`src/rtl/uart_pkg.sv`:
```
// Shared types and constants for the UART byte transmitter.
package uart_pkg;

    typedef enum logic [1:0] {IDLE, START, DATA, STOP} tx_state_t;

    localparam int DATA_BITS = 8;
    localparam int STOP_BITS = 1;

endpackage

```
`src/rtl/uart_byte_tx_if.sv`:
```
// Byte handshake between a producer and the UART transmitter.
interface uart_byte_tx_if;
    logic [7:0] data_in;
    logic       valid;
    logic       ready;

    modport master (output data_in, output valid, input  ready);
    modport slave  (input  data_in, input  valid, output ready);
endinterface

```
`src/rtl/tt_um_uart_byte_tx.sv`:
```
// Tiny Tapeout wrapper: sends ui_in + uio_in continuously on uo_out[0].
module tt_um_uart_byte_tx (
    input  logic [7:0] ui_in,
    output logic [7:0] uo_out,
    input  logic [7:0] uio_in,
    output logic [7:0] uio_out,
    output logic [7:0] uio_oe,
    input  logic       ena,
    input  logic       clk,
    input  logic       rst_n
);
    logic [1:0] rst_sync_q;
    logic       rst;
    logic       tx;
    logic       busy;
    logic       unused_ena;

    uart_byte_tx_if bus ();

    // Two-flop synchroniser on the external reset, inverted to active-high.
    always_ff @(posedge clk) begin
        rst_sync_q <= {rst_sync_q[0], !rst_n};
    end

    assign rst         = rst_sync_q[1];
    assign bus.data_in = ui_in + uio_in;
    assign bus.valid   = 1'b1;
    assign unused_ena  = ena;

    uart_byte_tx #(.CLKS_PER_BIT(8)) u_tx (
        .clk  (clk),
        .rst  (rst),
        .bus  (bus.slave),
        .tx   (tx),
        .busy (busy)
    );

    assign uo_out  = {6'b0, busy, tx};
    assign uio_out = 8'h00;
    assign uio_oe  = 8'h00;
endmodule

```
`src/rtl/uart_byte_tx_baud_tick.sv`:
```
// Bit-period timer: pulses tick on the last cycle of every serial bit.
module baud_tick #(
    parameter int CLKS_PER_BIT = 8
) (
    input  logic clk,
    input  logic rst,
    input  logic clear,
    output logic tick
);
    localparam int              CW   = $clog2(CLKS_PER_BIT);
    localparam logic [CW-1:0]   LAST = CW'(CLKS_PER_BIT - 1);

    logic [CW-1:0] cnt_q, cnt_d;

    // Count 0..CLKS_PER_BIT-1; acceptance restarts the period so the start bit is full length.
    always_comb begin
        cnt_d = cnt_q + 1'b1;
        if (clear || (cnt_q == LAST)) cnt_d = '0;
    end

    // Cycle counter register.
    always_ff @(posedge clk) begin
        if (rst) cnt_q <= '0;
        else     cnt_q <= cnt_d;
    end

    assign tick = (cnt_q == LAST);
endmodule

```
`src/rtl/uart_byte_tx.sv`:
```
// 8N1 UART transmitter: one byte per handshake, LSB first, registered line.
module uart_byte_tx
    import uart_pkg::*;
#(
    parameter int CLKS_PER_BIT = 8
) (
    input  logic          clk,
    input  logic          rst,
    uart_byte_tx_if.slave bus,
    output logic          tx,
    output logic          busy
);
    if (CLKS_PER_BIT < 2 || CLKS_PER_BIT > 65535) begin : g_bad_cpb
        $error("uart_byte_tx: CLKS_PER_BIT must be in 2..65535");
    end

    tx_state_t            state_q;
    logic [DATA_BITS-1:0] shreg_q;
    logic [2:0]           bit_idx_q;
    logic                 tx_q;
    logic                 busy_q;
    logic                 tick;
    logic                 accept;

    assign bus.ready = (state_q == IDLE) && !rst;
    assign accept    = bus.valid && bus.ready;

    baud_tick #(.CLKS_PER_BIT(CLKS_PER_BIT)) u_baud (
        .clk   (clk),
        .rst   (rst),
        .clear (accept),
        .tick  (tick)
    );

    // Frame sequencer; tx/busy are set together with the state so they stay registered.
    always_ff @(posedge clk) begin
        if (rst) begin
            state_q   <= IDLE;
            shreg_q   <= '0;
            bit_idx_q <= '0;
            tx_q      <= 1'b1;
            busy_q    <= 1'b0;
        end else begin
            case (state_q)
                IDLE: begin
                    if (accept) begin
                        state_q   <= START;
                        shreg_q   <= bus.data_in;
                        bit_idx_q <= '0;
                        tx_q      <= 1'b0;
                        busy_q    <= 1'b1;
                    end
                end
                START: begin
                    if (tick) begin
                        state_q <= DATA;
                        tx_q    <= shreg_q[0];
                    end
                end
                DATA: begin
                    if (tick) begin
                        if (bit_idx_q == 3'(DATA_BITS - 1)) begin
                            state_q <= STOP;
                            tx_q    <= 1'b1;
                        end else begin
                            // Next bit is shreg[1] now, shreg[0] after the shift.
                            shreg_q   <= {1'b0, shreg_q[DATA_BITS-1:1]};
                            tx_q      <= shreg_q[1];
                            bit_idx_q <= bit_idx_q + 3'd1;
                        end
                    end
                end
                STOP: begin
                    if (tick) begin
                        state_q <= IDLE;
                        tx_q    <= 1'b1;
                        busy_q  <= 1'b0;
                    end
                end
                default: begin
                    state_q <= IDLE;
                    tx_q    <= 1'b1;
                    busy_q  <= 1'b0;
                end
            endcase
        end
    end

    assign tx   = tx_q;
    assign busy = busy_q;
endmodule

```
`config.mk`:
```
export PLATFORM = sky130hd
export DESIGN_NAME = tt_um_uart_byte_tx
export DESIGN_NICKNAME = d
export VERILOG_FILES = /design/src/rtl/uart_pkg.sv /design/src/rtl/uart_byte_tx_if.sv /design/src/rtl/tt_um_uart_byte_tx.sv /design/src/rtl/uart_byte_tx_baud_tick.sv /design/src/rtl/uart_byte_tx.sv
export SDC_FILE = /design/constraint.sdc
export NUM_CORES = 1
export LEC_CHECK = 0
export BUFFER_PORTS_ARGS = -buffer_cell sky130_fd_sc_hd__buf_4
export CAP_MARGIN = 20
export CORE_ASPECT_RATIO = 1.4
export CORE_MARGIN = 5
export CORE_UTILIZATION = 54
export DETAILED_ROUTE_END_ITERATION = 12
export PLACE_DENSITY_LB_ADDON = 0.12
export SLEW_MARGIN = 5
export SYNTH_ARGS = -nofsm -noshare
export SYNTH_HDL_FRONTEND = slang
export SYNTH_SLANG_ARGS = --single-unit
```
`constraint.sdc`:
```
create_clock -name clk -period 5.55 [get_ports clk]
set_input_delay 1.665 -clock clk [delete_from_list [all_inputs] [get_ports clk]]
set_output_delay 1.665 -clock clk [all_outputs]
set_load 0.1 [all_outputs]
```
==> flow_summary.ini, run 1 <==
[run_status]
result_of_the_run = complete, no violations

[synthesis]
synth_async_sr_flop_share = 0
fraction_of_the_mapped_netlist_area_in_adder_cells = 0.161
synth_edf_count = 0
synthMostInstantiatedCell = sky130_fd_sc_hd__buf_4
yosys.area_share.xor_xnor = 0.0255
dominantRegCellSynth = sky130_fd_sc_hd__dfxtp_1
netlist_top_cells_count = sky130_fd_sc_hd__buf_4 (24), sky130_fd_sc_hd__dfxtp_1 (20), sky130_fd_sc_hd__ha_1 (16), sky130_fd_sc_hd__a21oi_1 (10)
synth_compound_gate_area_share = 0.168
dominant_combinational_cell_family_by_area_after_synthesis = simple AND/OR/NAND/NOR gates
synthesis.area_mm2 = 0.00137
synth.avg_cell_area_um2 = 8.57
synthCells = 160
yosys_warnings = 0
multiplexer_share_of_the_synthesized_area = 0.0146
seq_area_frac_synth = 0.292
synth-simple-area-share = 0.169
synth.ff_latch_count = 20
yosys.cell_types.count = 40
yosysTopAreaCell = sky130_fd_sc_hd__dfxtp_1
synth.top_cell.area_share = 0.292
netlist_top_cells_area = sky130_fd_sc_hd__dfxtp_1 (29%), sky130_fd_sc_hd__ha_1 (15%), sky130_fd_sc_hd__buf_4 (13%), sky130_fd_sc_hd__a21oi_1 (3.6%), sky130_fd_sc_hd__o21ai_0 (2.9%)

[place]
detailed_place.area_mm2 = 0.00144
place_hpwl_um = 2070
routabilityCongestion = 0.682
placement.io_buffers = 19

[min_path]
whs_path_depth = 0
hp-class = flip-flop to flip-flop
hold_end = rst_sync_q[1]$_DFF_P_
hp-start = rst_sync_q[0]$_DFF_P_

[clocking]
clock_sinks = 20
number_of_buffers_between_clock_root_and_the_deepest_sink = 2
cts.reportedPaths.clkPinSlew_ps = 110
ctsResizeCount = 0
h_tree_level_count = 1
clock_latency_ps = 300
hold_buffers = 0
clock_tree_from_tritoncts = yes
post_cts.repair.setup_buffers = 0
root_buffer = sky130_fd_sc_hd__clkbuf_4
cts_made_buffers = 3

[timing]
final-setup-viol-count = 0
max_slew.worst_pin.slew_ps = 660
final-hold-violation-count = 0
setup_total_neg_slack_ps = 0
maxSlewHeadroom = 0.559
min_period_ps = 3140
rsz0062_at_grt = false
worst_clock_skew_ps = 5.24
holdWs_ps = 339
drv_slew = 0
fmax_mhz = 318
period_share = 0.566

[pwr]
swShare = 0.499
p_int_mw = 0.335
powerDensity_mw_per_mm2 = 458
power.ir.vdd_worst_mv = 0.221
clkPwrFrac = 0.101
p_switching_mw = 0.333
seq_power_share = 0.323
share_of_power_burned_in_combinational_logic = 0.577
leak_nw = 0.674
total_power_mw = 0.668

[routing]
via_count = 1014
detailedRoute.firstPassIterationCount = 4
detail_route.vias_per_cell = 4.88
drtAntennaViolNets = 0
dr.first_iter.drc_count = 12
finalWirelength_um = 2500
post_drt_wl_per_cell_um = 12.0
drt_drc_violations_left = 0

[floorplanning]
start_util = 0.567
floorplan.rows = 21
die-area_mm2 = 0.00366
core_region_area_mm2 = 0.00242
io-pin-count = 43
floorplan.die.width_um = 52.6
floorplan.die.height_um = 69.6

[critical_path]
worst_r2r_path_depth = 6
timing.critical_path.required_ps = 5750
crit-reg2reg-launch = u_tx.state_q[0]$_SDFFE_PP0P_
cp_data_arrival_time_ps = 3340
regToRegSetupSlack_ps = 3410
worst_r2r_end = u_tx.state_q[0]$_SDFFE_PP0P_
crit_type = input port to flip-flop
crit_path_max_fanout = 3
worst_setup_path_end_kind = flip-flop
start_kind = input port

[layout]
antennaDiodeCount = 0
final_layout_size_suffix_gt1_frac = 0.144
final_util = 0.603
final_nets = 212
area_growth_syn_to_layout_pct = 6.30
finalInstanceArea_mm2 = 0.00146

[global_route]
via_count_of_the_first_global_routing_pass = 1026
grt_antenna_before_repair = 0
grtUsageTotal = 0.151
grt_max_degree = 20
grt_remaining_overflow = 0
grt_pass1_wl_um = 4300

[flow_run]
maxCapViolCount = 0
[layout make-up]
class | instances | area [µm²]
clock buffers | 3 | 22.5
flip-flops and latches | 20 | 400
inverters | 8 | 30.0
multi-input cells | 124 | 820
well taps | 34 | 42.5
repair buffers | 19 | 143
fillers | 240 | 960
[worst max path at each step]
stage / startpoint / to / slack, ps / depth (start not counted)
2_1_floorplan: ui_in[0] / u_tx.shreg_q[6]$_SDFFE_PP0P_ / 2300 / 8
3_3_place_gp: ui_in[0] / u_tx.shreg_q[6]$_SDFFE_PP0P_ / 2120 / 9
3_5_place_dp: ui_in[0] / u_tx.shreg_q[6]$_SDFFE_PP0P_ / 2090 / 9
4_1_cts: ui_in[0] / u_tx.shreg_q[6]$_SDFFE_PP0P_ / 2420 / 9
5_1_grt: ui_in[0] / u_tx.shreg_q[6]$_SDFFE_PP0P_ / 2320 / 9
6_report: ui_in[0] / u_tx.shreg_q[6]$_SDFFE_PP0P_ / 2410 / 9
[critical path, stage by stage]
cell and delay, ps:
sky130_fd_sc_hd__buf_4 110, sky130_fd_sc_hd__ha_1 220, sky130_fd_sc_hd__inv_1 80, sky130_fd_sc_hd__fa_1 220, sky130_fd_sc_hd__nor2b_4 60, sky130_fd_sc_hd__o31a_1 250
sky130_fd_sc_hd__o21a_1 180, sky130_fd_sc_hd__or4_1 380, sky130_fd_sc_hd__and3_1 170
[sequential cells by signal, summed over array words and instances, names as in the netlist]
register / flops
u_tx.shreg_q: 8
rst_sync_q: 2
u_tx.state_q: 2
u_tx.busy: 1
u_tx.tx: 1
u_tx.bit_idx_q: 3
u_tx.u_baud.cnt_q: 3
[logic make-up after synthesis]
| kind of cell | after synthesis |
|---|---|
| fa+ha+maj | 17 |
| mux | 2 |
| flops | 20 |
| simple gates | 43 |
| buf+inv | 37 |
| other cells | 1 |
| compound gates | 36 |
| xor+xnor | 4 |
[cells in the final DEF, fill, tap and decap left out, types with 2 or more instances in the layout]
cell type,synthesis,layout
sky130_fd_sc_hd__a211oi_1,5,5
sky130_fd_sc_hd__a21oi_1,10,10
sky130_fd_sc_hd__and2_1,3,3
sky130_fd_sc_hd__buf_4,24,19
sky130_fd_sc_hd__clkbuf_4,0,3
sky130_fd_sc_hd__conb_1,1,22
sky130_fd_sc_hd__dfxtp_1,20,20
sky130_fd_sc_hd__ha_1,16,16
sky130_fd_sc_hd__inv_1,8,8
sky130_fd_sc_hd__mux2i_1,2,2
sky130_fd_sc_hd__nand2_1,9,9
sky130_fd_sc_hd__nand2b_1,4,4
sky130_fd_sc_hd__nand3_1,2,2
sky130_fd_sc_hd__nand3b_1,2,2
sky130_fd_sc_hd__nor2_1,9,9
sky130_fd_sc_hd__nor3_1,5,5
sky130_fd_sc_hd__o211ai_1,3,3
sky130_fd_sc_hd__o21a_1,2,2
sky130_fd_sc_hd__o21ai_0,8,8
sky130_fd_sc_hd__xnor2_1,3,3
[power groups by stage]
| stage | Combinational [mW] | Clock (mW) | Sequential, mW |
|---|---|---|---|
| 2_1_floorplan | 0.348 | 0 | 0.209 |
| 3_3_place_gp | 0.380 | 0 | 0.216 |
| 3_5_place_dp | 0.385 | 0 | 0.220 |
| 4_1_cts | 0.388 | 0.0700 | 0.216 |
| 5_1_grt | 0.429 | 0.0743 | 0.222 |
| 6_report | 0.385 | 0.0674 | 0.216 |
[stage by stage]
stage / instances / worst slack, ps
finish: 208 / 2410
global route: 208 / 2320
CTS: 208 / 2420
detailed placement: 205 / 2090
global placement: 205 / 2120
floorplan: 181 / 2300
[metal layers]
layer	part of all wire	wire length, µm	global-route usage
met5	0	0	0
met4	0.011	27	0.0682
met3	0.027	68	0.0151
met2	0.58	1440	0.282
met1	0.38	956	0.160
Power figures use the tool's default switching activity.
==> run 2, diff against run 1 <==
--- a/config.mk
+++ b/config.mk
@@ -9,7 +9,7 @@
 export CAP_MARGIN = 20
 export CORE_ASPECT_RATIO = 1.4
 export CORE_MARGIN = 5
-export CORE_UTILIZATION = 54
+export CORE_UTILIZATION = 50
 export DETAILED_ROUTE_END_ITERATION = 12
 export PLACE_DENSITY_LB_ADDON = 0.12
 export SLEW_MARGIN = 5
==> constraint.sdc (replaced) <==
create_clock -name clk -period 2.9 [get_ports clk]
set_input_delay 0.87 -clock clk [delete_from_list [all_inputs] [get_ports clk]]
set_output_delay 0.87 -clock clk [all_outputs]
set_load 0.1 [all_outputs]
==> flow_summary.ini, run 2 (synthesis results as in run 1) <==
[critical_path]
worstPathCellList = buf_4 -> ha_1 -> inv_1 -> fa_1 -> nor2b_4 -> o31a_1 -> o21a_1 -> or4_1 -> and3_1
slowest_delay_ps = 380
start_kind = input port
path_delay_family = simple AND/OR/NAND/NOR gates
path_buf_inv = 2
cp_data_arrival_time_ps = 2550
crit_path_top_delay_cell = sky130_fd_sc_hd__or4_1
timing.critical_path.required_ps = 3110
crit_type = input port to flip-flop
crit_path_max_fanout = 3
worst_setup_path_end_kind = flip-flop

[timing]
maxSlewHeadroom = 0.610
fmax_mhz = 427
holdWs_ps = 340
max_slew.worst_pin.slew_ps = 586
period_share = 0.807
setup_total_neg_slack_ps = 0
min_period_ps = 2340
final-setup-viol-count = 0
worst_clock_skew_ps = 2.77
drv_slew = 0
final-hold-violation-count = 0
rsz0062_at_grt = false

[layout]
final_nets = 213
largest_registers = u_tx.shreg_q (8), u_tx.bit_idx_q (3), u_tx.u_baud.cnt_q (3)
layout_commonest_cell = sky130_fd_sc_hd__conb_1
final_layout_size_suffix_gt1_frac = 0.153
leading_cell_types_in_the_layout_fill_and_taps_excluded = sky130_fd_sc_hd__conb_1 (22), sky130_fd_sc_hd__buf_4 (20), sky130_fd_sc_hd__dfxtp_1 (20), sky130_fd_sc_hd__ha_1 (16), sky130_fd_sc_hd__a21oi_1 (10)
area_growth_syn_to_layout_pct = 9.22
antennaDiodeCount = 0
finalInstanceArea_mm2 = 0.00150
reg_with_most_ffs = u_tx.shreg_q
number_of_flip_flops_under_the_largest_register_name = 8

[place]
routabilityCongestion = 0.691
place_hpwl_um = 2080
detailed_place.area_mm2 = 0.00145
placement.io_buffers = 19

[pwr]
p_int_mw = 0.734
powerDensity_mw_per_mm2 = 919
p_switching_mw = 0.643
leak_nw = 0.693
share_of_power_burned_in_combinational_logic = 0.542
power.ir.vdd_worst_mv = 0.456
swShare = 0.467
clkPwrFrac = 0.164
seq_power_share = 0.294

[routing]
route.met2.wl_um = 1460
drt_drc_violations_left = 0
top_routing_layer_in_use = met4
post_drt_wl_per_cell_um = 11.9
detailedRoute.firstPassIterationCount = 4
finalWirelength_um = 2530
detail_route.vias_per_cell = 4.90
routedLengthMet1_um = 938
drtAntennaViolNets = 0
dr.first_iter.drc_count = 5
met3_length_um = 85
via_count = 1038

[clocking]
cts.reportedPaths.clkPinSlew_ps = 120
clock_tree_from_tritoncts = yes
h_tree_level_count = 1
number_of_buffers_between_clock_root_and_the_deepest_sink = 2
clock_sinks = 20
root_buffer = sky130_fd_sc_hd__clkbuf_4
hold_buffers = 0
post_cts.repair.setup_buffers = 0
clock_latency_ps = 300
ctsResizeCount = 0
cts_made_buffers = 3

[floorplanning]
core_region_area_mm2 = 0.00264
floorplan.rows = 22
die-area_mm2 = 0.00390
floorplan.die.width_um = 54.3
io-pin-count = 43
floorplan.die.height_um = 72.0
start_util = 0.519

[global_route]
grt_pass1_wl_um = 4350
grt_remaining_overflow = 0
via_count_of_the_first_global_routing_pass = 1026
grtUsageTotal = 0.146
grt_max_degree = 20
grt_antenna_before_repair = 0

[min_path]
hp-class = flip-flop to flip-flop

[flow_run]
maxCapViolCount = 0

[run_status]
result_of_the_run = complete, no violations
run 2: per-stage QoR:
stage | setup WS (ps) | power (mW) | cells | utilization
final | 559 | 1.38 | 212 | 0.567
after global routing | 469 | 1.51 | 212 | 0.567
after CTS | 548 | 1.39 | 212 | 0.567
after detailed placement | 215 | 1.16 | 208 | 0.547
after global placement | 266 | 1.14 | 208 | 0.547
after floorplan | 444 | 1.07 | 181 | -
run 2: worst paths after layout:
check                                                  start                      endpoint  slack, ps  depth (start not counted)
worst max register to register  u_tx.state_q[0]$_SDFFE_PP0P_  u_tx.state_q[0]$_SDFFE_PP0P_        760                          6
worst min-delay path                   rst_sync_q[0]$_DFF_P_         rst_sync_q[1]$_DFF_P_        340                          0
worst max-delay path                                ui_in[0]  u_tx.shreg_q[6]$_SDFFE_PP0P_        560                          9
worst min register to register         rst_sync_q[0]$_DFF_P_         rst_sync_q[1]$_DFF_P_        340                          0
run 2: power by group through the flow:
stage | clock (mW) | sequential, mW | combinational, mW
after floorplan | 0 | 0.401 | 0.667
after detailed placement | 0 | 0.412 | 0.744
after global placement | 0 | 0.411 | 0.734
final | 0.226 | 0.405 | 0.746
after CTS | 0.234 | 0.406 | 0.753
after global routing | 0.246 | 0.415 | 0.847
run 2: cell type report:
| type | instances | area, µm² |
|---|---|---|
| fillers | 266 | 1140 |
| multi-input cells | 124 | 820 |
| clock buffers | 3 | 22.5 |
| clock inverters | 1 | 30.0 |
| flip-flops and latches | 20 | 400 |
| inverters | 8 | 30.0 |
| well taps | 36 | 45.0 |
| repair buffers | 20 | 150 |
run 2: metal layers:
metal / up-vias / track usage
li1: 541 / -
met1: 477 / 0.164
met2: 18 / 0.268
met3: 2 / 0.00616
met4: 0 / 0.0665
met5: - / 0
run 2: worst reg2reg max path: stages, from the launching register on:
cell,delay [ps]
sky130_fd_sc_hd__dfxtp_1,380
sky130_fd_sc_hd__inv_1,100
sky130_fd_sc_hd__ha_1,410
sky130_fd_sc_hd__nor3_1,260
sky130_fd_sc_hd__a2bb2oi_1,310
sky130_fd_sc_hd__o21ai_0,240
sky130_fd_sc_hd__a221oi_1,340
